$ cat src/rtl/spi_responder_pkg.sv
// Shared definitions for the SPI responder: FSM states and byte protocol constants.
package spi_responder_pkg;

  typedef enum logic [1:0] {
    S_IDLE  = 2'd0,
    S_CMD   = 2'd1,
    S_WDATA = 2'd2,
    S_RDATA = 2'd3
  } state_t;

  localparam int CMD_RW_BIT = 7;
  localparam int BYTE_BITS  = 8;

endpackage

$ cat src/rtl/spi_resp_sync.sv
// SYNC-deep synchronizer with single-cycle rise/fall pulses on the synchronized level.
module spi_resp_sync
  import spi_responder_pkg::*;
#(
  parameter int   SYNC    = 2,
  parameter logic RST_VAL = 1'b0
) (
  input  logic clk,
  input  logic reset,
  input  logic i_d,
  output logic o_q,
  output logic o_rise,
  output logic o_fall
);

  logic [SYNC-1:0] r_sync;
  logic            r_prev;

  always_ff @(posedge clk or posedge reset) begin
    if (reset) begin
      r_sync <= RST_VAL ? '1 : '0;
      r_prev <= RST_VAL;
    end else begin
      r_sync <= {r_sync[SYNC-2:0], i_d};
      r_prev <= r_sync[SYNC-1];
    end
  end

  assign o_q    = r_sync[SYNC-1];
  assign o_rise =  o_q & ~r_prev;
  assign o_fall = ~o_q &  r_prev;

endmodule

$ cat src/rtl/spi_responder.sv
// SPI mode-0 target bridging an external master onto a simple register bus.
// Optional SPI_RESP_STATUS_EN: shift status_in out on miso during the command byte.
module spi_responder
  import spi_responder_pkg::*;
#(
  parameter int AW   = 7,
  parameter int SYNC = 2
) (
  input  logic          clk,
  input  logic          reset,
  input  logic          ssb,
  input  logic          sck,
  input  logic          mosi,
  output logic          miso,
  output logic          miso_oe,
  output logic [AW-1:0] addr,
  output logic [7:0]    wdata,
  output logic          we,
  output logic          re,
  input  logic [7:0]    rdata,
  input  logic [7:0]    status_in,
  output logic          busy
);

  logic w_sck_s, w_sck_rise, w_sck_fall;
  logic w_ssb_s, w_ssb_rise, w_ssb_fall;
  logic w_mosi_s, w_unused_mosi_rise, w_unused_mosi_fall;
  logic w_byte_done;
  logic [7:0] w_rx_byte;

  state_t        r_state;
  logic [2:0]    r_bitcnt;
  logic [7:0]    r_rxsh;
  logic [7:0]    r_txsh;
  logic          r_miso, r_oe, r_busy, r_armed;
  logic          r_we, r_re, r_ld;
  logic [AW-1:0] r_addr;
  logic [7:0]    r_wdata;

  // Synchronizers reset low so a reset taken mid-frame never produces a spurious ssb fall.
  spi_resp_sync #(.SYNC(SYNC), .RST_VAL(1'b0)) u_sck_sync (
    .clk(clk), .reset(reset), .i_d(sck),
    .o_q(w_sck_s), .o_rise(w_sck_rise), .o_fall(w_sck_fall)
  );
  spi_resp_sync #(.SYNC(SYNC), .RST_VAL(1'b0)) u_ssb_sync (
    .clk(clk), .reset(reset), .i_d(ssb),
    .o_q(w_ssb_s), .o_rise(w_ssb_rise), .o_fall(w_ssb_fall)
  );
  spi_resp_sync #(.SYNC(SYNC), .RST_VAL(1'b0)) u_mosi_sync (
    .clk(clk), .reset(reset), .i_d(mosi),
    .o_q(w_mosi_s), .o_rise(w_unused_mosi_rise), .o_fall(w_unused_mosi_fall)
  );

`ifndef SPI_RESP_STATUS_EN
  logic w_unused_status;
  assign w_unused_status = ^status_in;
`endif

  assign w_rx_byte   = {r_rxsh[6:0], w_mosi_s};
  assign w_byte_done = w_sck_rise && (r_bitcnt == 3'(BYTE_BITS - 1));

  always_ff @(posedge clk or posedge reset) begin
    if (reset) begin
      r_state  <= S_IDLE;
      r_bitcnt <= '0;
      r_rxsh   <= '0;
      r_txsh   <= '0;
      r_miso   <= 1'b0;
      r_oe     <= 1'b0;
      r_busy   <= 1'b0;
      r_armed  <= 1'b0;
      r_we     <= 1'b0;
      r_re     <= 1'b0;
      r_ld     <= 1'b0;
      r_addr   <= '0;
      r_wdata  <= '0;
    end else begin
      r_we  <= 1'b0;
      r_re  <= 1'b0;
      r_ld  <= r_re;
      // Select only counts once ssb has been seen high since reset.
      r_busy <= ~w_ssb_s & r_armed;
      r_oe   <= ~w_ssb_s & r_armed;
      if (w_ssb_s) r_armed <= 1'b1;
      if (r_we || r_re) r_addr <= r_addr + AW'(1);
      if (r_ld) r_txsh <= rdata;
      if (w_sck_rise && r_state != S_IDLE) begin
        r_rxsh   <= w_rx_byte;
        r_bitcnt <= r_bitcnt + 3'd1;
      end

      case (r_state)
        S_IDLE: begin
          r_miso   <= 1'b0;
          r_bitcnt <= '0;
          if (w_ssb_fall && !w_sck_s) begin
            r_state <= S_CMD;
`ifdef SPI_RESP_STATUS_EN
            r_miso  <= status_in[7];
            r_txsh  <= {status_in[6:0], 1'b0};
`endif
          end
        end
        S_CMD: begin
`ifdef SPI_RESP_STATUS_EN
          if (w_sck_fall) begin
            r_miso <= r_txsh[7];
            r_txsh <= {r_txsh[6:0], 1'b0};
          end
`else
          r_miso <= 1'b0;
`endif
          if (w_byte_done) begin
            r_addr <= w_rx_byte[AW-1:0];
            if (w_rx_byte[CMD_RW_BIT]) begin
              r_state <= S_RDATA;
              r_re    <= 1'b1;
            end else begin
              r_state <= S_WDATA;
            end
          end
        end
        S_WDATA: begin
          r_miso <= 1'b0;
          if (w_byte_done) begin
            r_wdata <= w_rx_byte;
            r_we    <= 1'b1;
          end
        end
        S_RDATA: begin
          if (w_sck_fall) begin
            r_miso <= r_txsh[7];
            r_txsh <= {r_txsh[6:0], 1'b0};
          end
          if (w_byte_done) r_re <= 1'b1;
        end
        default: r_state <= S_IDLE;
      endcase

      // Placed last so a byte completing in the same cycle still issues its strobe.
      if (w_ssb_rise) begin
        r_state  <= S_IDLE;
        r_bitcnt <= '0;
        r_miso   <= 1'b0;
      end
    end
  end

  assign miso    = r_miso;
  assign miso_oe = r_oe;
  assign busy    = r_busy;
  assign addr    = r_addr;
  assign wdata   = r_wdata;
  assign we      = r_we;
  assign re      = r_re;

endmodule

$ cat config.mk
export PLATFORM = sky130hd
export DESIGN_NAME = spi_responder
export DESIGN_NICKNAME = d
export VERILOG_FILES = /design/src/rtl/spi_responder_pkg.sv /design/src/rtl/spi_resp_sync.sv /design/src/rtl/spi_responder.sv
export SDC_FILE = /design/constraint.sdc
export NUM_CORES = 1
export LEC_CHECK = 0
export CAP_MARGIN = 40
export CORE_MARGIN = 1.5
export CORE_UTILIZATION = 30
export CTS_CLUSTER_DIAMETER = 80
export DETAILED_ROUTE_END_ITERATION = 10
export GPL_TIMING_DRIVEN = 0
export PLACE_DENSITY = 0.59
export SLEW_MARGIN = 10
export SYNTH_ARGS = -nofsm -noshare
export SYNTH_HDL_FRONTEND = slang
export SYNTH_SLANG_ARGS = --single-unit
$ cat constraint.sdc
create_clock -name clk -period 1.7 [get_ports clk]
set_clock_uncertainty 0.05 [all_clocks]
set_input_delay 0.425 -clock clk [delete_from_list [all_inputs] [get_ports clk]]
set_output_delay 0.425 -clock clk [all_outputs]
set_load 0.01 [all_outputs]
==> out/results.txt, run 1 <==
Critical Path AT - 1.19 ns
Max-slew violations - 0
Reg-to-reg slack, setup - 0.06 ns
CTS sink cnt - 49
Part of the Yosys area used for sequential elements - 61.4%
Status - completed
Tightest Pin Transition - 0.587 ns
Worst-skew pair later-pin latency - 0.30 ns
DR vias/cell - 4.75
Horiz. Die Dim - 84.6 um
Worst Setup SP - addr[1]
Endpoints failing setup - 0
Post-synth EDFFs - 0
Final Instance Count excl. Fillers - 281
Switching share of power - 25.0%
Yosys warnings - 0
DRC Markers - 0
Avg Cell Area, Syn - 12.7 um^2
Reg area - 1230 um^2
Synthesized area - 2000 um^2
Largest net degree at the start of global routing - 34
Max Cap Viol - 0
Final worst path period share - 97.7%
Final core utilization - 40.8%
P_sw - 0.547 mW
Min-delay src - u_ssb_sync.r_sync[0]
Gate Count Post-Synth - 157
Fin nets - 227
# rows - 29
Routability Congestion - 0.719
Core area - 6390 um^2
Area grow syn2layout - 30.4%
Netlist cell types - 32
Area of the multi-input gates - 733 um^2
Worst Path Buf+Inv - 1
Crit path max fanout - 2
Post-DRT Antenna Nets - 0
Via total after detailed routing - 1,334
FMAX - 0.602 GHz
Fillcell total - 623
Crit. End Element - output port
Yosys reg bits - 49
Wire length of the first global-routing pass - 6250 um
Iteration-0 DRC Markers - 52
Clock-pin slew on the worst setup and hold paths - 0.09 ns
Worst path top cell family by delay - buffers and inverters
Inserted Clock Buffers - 5
Initial antenna violation count - 0
CTS tree - yes
Sequential share of power - 60.7%
Max stage delay on crit path - 0.53 ns
Wire length per cell - 13.2 um
Commonest cells after routing, fill and taps aside - dfrtp_1 (48), clkdlybuf4s50_1 (16), nor2_1 (14), a21oi_1 (14), mux2_2 (12)
Tot GR Track Use - 10.9%
Setup CP Type - flop to output port
Area of the die - 7150 um^2
Power Dens Cells - 841 nW/um^2
Commonest non-fill, non-tap cell in the layout - dfrtp_1
Number of top-level pins - 41
Hold-critical path depth - 0
Deepest clock path buffer count - 2
R2R depth - 6
Total internal power - 1.64 mW
Combinational power share - 7.9%
Die Span Y - 84.6 um
RR Endpoint - wdata[1]
Fin crit period - 1.66 ns
Number of global-route vias before repair - 1,356
Fraction of registers with async set or reset after synthesis - 100%
Hold buffers post-CTS - 0
Ant. Diodes - 0
Clk root buf - clkbuf_8
Worst Path Required - 1.22 ns
Final hold slack - 0.305 ns
Clock power share - 31.3%
RSZ-0062 raised after global routing - yes
Inst Count DP - 267
Slew margin rel. - 60.9%
DRT Pass-1 Iters - 4
H-tree lvl count - 2
Final wirelength - 3700 um
Maximum VDD drop - 404 uV
GRT Residual Overflow - 0
CP Launch Type - flop
Crit path max-delay cell type - clkdlybuf4s50_1
PortBufs - 32
Syn nets - 181
DPL Wire Length - 2570 um
Top FF cell, synth - dfrtp_1
Worst hold path type - flop to flop
Crit-path cells - clkdlybuf4s50_1
Final Hold Fails - 0
Initial core utilization - 31.2%
Origin of the critical flop-to-flop path - r_bitcnt[0]
Hold path endpoint - u_ssb_sync.r_sync[1]
LEAKAGE - 1.32 nW
Share of layout cells above drive strength 1 - 18.1%
==> worst max path at each step <==
| stage | endpoint | slack [ns] | cells after the start |
|---|---|---|---|
| finish | addr[1] | 0.04 | 1 |
| global route | wdata[1] | -0.02 | 6 |
| CTS | addr[0] | 0.0004 | 1 |
| detailed placement | wdata[0] | -0.10 | 5 |
| global placement | wdata[7] | -0.91 | 2 |
| floorplan | addr[0] | 0.05 | 1 |
==> power groups by stage <==
| stage | Combinational (mW) | Clock [mW] | Sequential (mW) |
|---|---|---|---|
| 5_1_grt | 0.192 | 0.760 | 1.34 |
| 4_1_cts | 0.179 | 0.716 | 1.33 |
| 3_5_place_dp | 0.179 | 0 | 1.35 |
| 3_3_place_gp | 0.167 | 0 | 1.35 |
| 2_1_floorplan | 0.120 | 0 | 1.32 |
| 6_report | 0.174 | 0.686 | 1.33 |
==> metrics by stage <==
stage	area (um^2)	setup slack (ns)	total power, mW	setup TNS, ns
4_1_cts	2570	0.000360	2.22	0
6_report	2600	0.0385	2.19	0
3_3_place_gp	2410	-0.906	1.52	-44.55
2_1_floorplan	2000	0.0522	1.44	0
5_1_grt	2600	-0.0240	2.30	-0.136
3_5_place_dp	2430	-0.101	1.53	-0.730
==> repair_timing <==
action,4_1_cts,5_1_grt
gates resized for setup,7,13
pin swaps,1,1
setup buffers,6,0
setup endpoints to repair,19,26
==> final cells by class <==
cell class	count	share of cell area, %
multi-input combinational	99	28.2
buffer	6	1.11
sequential	49	47.2
tap	77	3.70
clock buffer	5	2.64
inverter	3	0.433
clock inverter	3	0.817
timing repair buffer	39	16.0
==> sequential cells by signal, summed over array words and instances (netlist names), 2 cells and up <==
signal / cells
r_txsh: 8
r_state: 2
addr: 7
r_bitcnt: 3
wdata: 8
u_ssb_sync.r_sync: 2
r_rxsh: 7
u_sck_sync.r_sync: 2
u_mosi_sync.r_sync: 2
==> per-layer routing <==
metal  share of wire, %  global-route usage (%)  vias to the layer above
li1                   -                       -                      653
met1                 46                    14.3                      649
met2                 49                    17.7                       27
met3                4.4                    2.65                        5
met4                1.0                    3.96                        0
met5                  0                       0                        -
==> cells in the mapped netlist, types with 2 or more instances <==
master / count / share of area [%]
nor3_1: 7 / 1.8
xor2_1: 4 / 1.8
nor2_1: 14 / 2.6
nor2b_1: 2 / 0.63
a32o_1: 2 / 1.0
dfrtp_1: 49 / 61
clkbuf_1: 4 / 0.75
nand2b_1: 4 / 1.3
a21oi_1: 14 / 3.5
mux2_2: 12 / 6.8
or3_1: 2 / 0.63
o2111ai_1: 3 / 1.3
nand4b_1: 2 / 0.88
mux2i_1: 10 / 5.0
ha_1: 3 / 1.9
a31oi_1: 3 / 0.94
mux2_1: 3 / 1.7
inv_1: 2 / 0.38
nand2_1: 2 / 0.38
o21ai_0: 3 / 0.75
==> kinds of logic (layout without fill, tap and decap cells) <==
kind of cell	after synthesis	count (layout)	synth area share, %
xor+xnor	4	4	1.76
compound gates	26	26	7.90
flops	49	49	61.4
simple gates	41	41	11.6
fa+ha+maj	3	3	1.88
buf+inv	9	56	1.94
mux	25	25	13.5
Power figures use the tool's default switching activity.
==> inputs of run 2 (changes only) <==
CORE_UTILIZATION = 45   (was 30)
HOLD_SLACK_MARGIN = 0.1   (was not set)
PLACE_DENSITY = 0.8   (was 0.59)
TNS_END_PERCENT = 100   (was not set)
==> out/results.txt, run 2 (synthesis gave the netlist of run 1 again) <==
Crit-path cells - clkdlybuf4s50_1
Share of layout cells above drive strength 1 - 21.2%
Routability Congestion - 0.828
Inserted Clock Buffers - 5
Worst Path Required - 1.22 ns
Number of top-level pins - 41
GRT Residual Overflow - 0
WL met1 - 1640 um
Max Used Layer - met4
CP Launch Type - flop
Power Dens Cells - 833 nW/um^2
Post-DRT Antenna Nets - 0
Max-slew violations - 0
Deepest clock path buffer count - 2
Iteration-0 DRC Markers - 75
Final wirelength - 3690 um
Clk root buf - clkbuf_8
Wire length per cell - 14.2 um
Initial antenna violation count - 0
Number of global-route vias before repair - 1,331
Worst path top cell family by delay - buffers and inverters
Clock-pin slew on the worst setup and hold paths - 0.09 ns
Worst Path Buf+Inv - 1
Die Span Y - 69.6 um
Final core utilization - 60.9%
DR vias/cell - 5.40
Commonest non-fill, non-tap cell in the layout - dfrtp_1
Hold buffers post-CTS - 0
Wire length of the first global-routing pass - 5940 um
Final Hold Fails - 0
H-tree lvl count - 2
LEAKAGE - 1.40 nW
Tightest Pin Transition - 0.569 ns
Area grow syn2layout - 31.8%
Core area - 4320 um^2
Tot GR Track Use - 15.6%
Endpoints failing setup - 0
Crit path max fanout - 2
PortBufs - 32
Max Cap Viol - 0
Fin nets - 231
FMAX - 0.602 GHz
Max stage delay on crit path - 0.53 ns
CTS tree - yes
Largest net degree at the start of global routing - 26
Status - completed
Initial core utilization - 46.2%
Commonest cells after routing, fill and taps aside - dfrtp_1 (48), nor2_1 (14), a21oi_1 (14), dlymetal6s2s_1 (14), clkdlybuf4s50_1 (13)
# rows - 24
Maximum VDD drop - 662 uV
DPL Wire Length - 2350 um
Final worst path period share - 97.7%
WL met2 - 1820 um
CTS sink cnt - 49
Critical Path AT - 1.19 ns
Fin crit period - 1.66 ns
DRT Pass-1 Iters - 4
Crit. End Element - output port
Horiz. Die Dim - 69.6 um
Via total after detailed routing - 1,404
Worst-skew pair later-pin latency - 0.31 ns
Worst hold path type - flop to flop
Slew margin rel. - 62.0%
Met3 wire len - 189 um
DRC Markers - 0
Setup CP Type - flop to output port
Final hold slack - 0.304 ns
Ant. Diodes - 0
Area of the die - 4840 um^2
Crit path max-delay cell type - clkdlybuf4s50_1
run 2: cell types whose count changed in the layout (fill, tap and decap cells not counted), sizes merged:
cell and delta:
dlygate4sd2 -1, clkdlybuf4s50 -3, dlymetal6s2s +4, buf +4
run 2: area by class of cell:
cell class / instances / area (um^2)
Sequential cell: 49 / 1230
Multi-Input combinational cell: 99 / 753
Tap cell: 52 / 65.1
Inverter: 3 / 11.3
Timing Repair Buffer: 43 / 455
Clock inverter: 3 / 21.3
Fill cell: 343 / 1690
Clock buffer: 5 / 68.8
Buffer: 6 / 28.8
run 2: per-layer routing:
layer  GRT usage [%]  up-vias
met5               0        -
met4            5.01        0
met3            4.94        5
met2            24.0       35
met1            21.1      706
li1                -      658
run 2: power breakdown:
part | switching, mW | internal [mW]
combinational | 0.0722 | 0.106
sequential | 0.0836 | 1.25
clock | 0.390 | 0.292
total | 0.546 | 1.65
run 2: final timing paths:
| check | endpoint | startpoint | slack, ns | depth (start not counted) |
|---|---|---|---|---|
| max | wdata[4] | wdata[4] | 0.04 | 1 |
| min | u_mosi_sync.r_sync[1] | u_mosi_sync.r_sync[0] | 0.30 | 0 |
| max reg2reg | wdata[0] | r_bitcnt[1] | 0.09 | 6 |
| min reg2reg | u_mosi_sync.r_sync[1] | u_mosi_sync.r_sync[0] | 0.30 | 0 |
| max in group asynchronous | r_bitcnt[1] | reset | 0.64 | 3 |
| min in group asynchronous | r_txsh[6] | reset | 0.44 | 2 |
run 2: metrics by stage:
stage	total power [mW]	worst slack [ns]	instances	area, um^2	setup TNS (ns)
final	2.19	0.0387	260	2630	0
after global routing	2.30	-0.00294	260	2630	-0.00809
after CTS	2.22	0.0000567	259	2560	0
after detailed placement	1.53	-0.0481	242	2410	-0.317
after global placement	1.51	-0.833	241	2380	-40.77
after floorplan	1.44	0.0522	157	2000	0
run 2: repair_timing:
action | in CTS | in global routing
pin swaps | 1 | 2
buffers inserted | 9 | 1
gates resized for setup | 6 | 22
endpoints found under the setup margin | 18 | 26
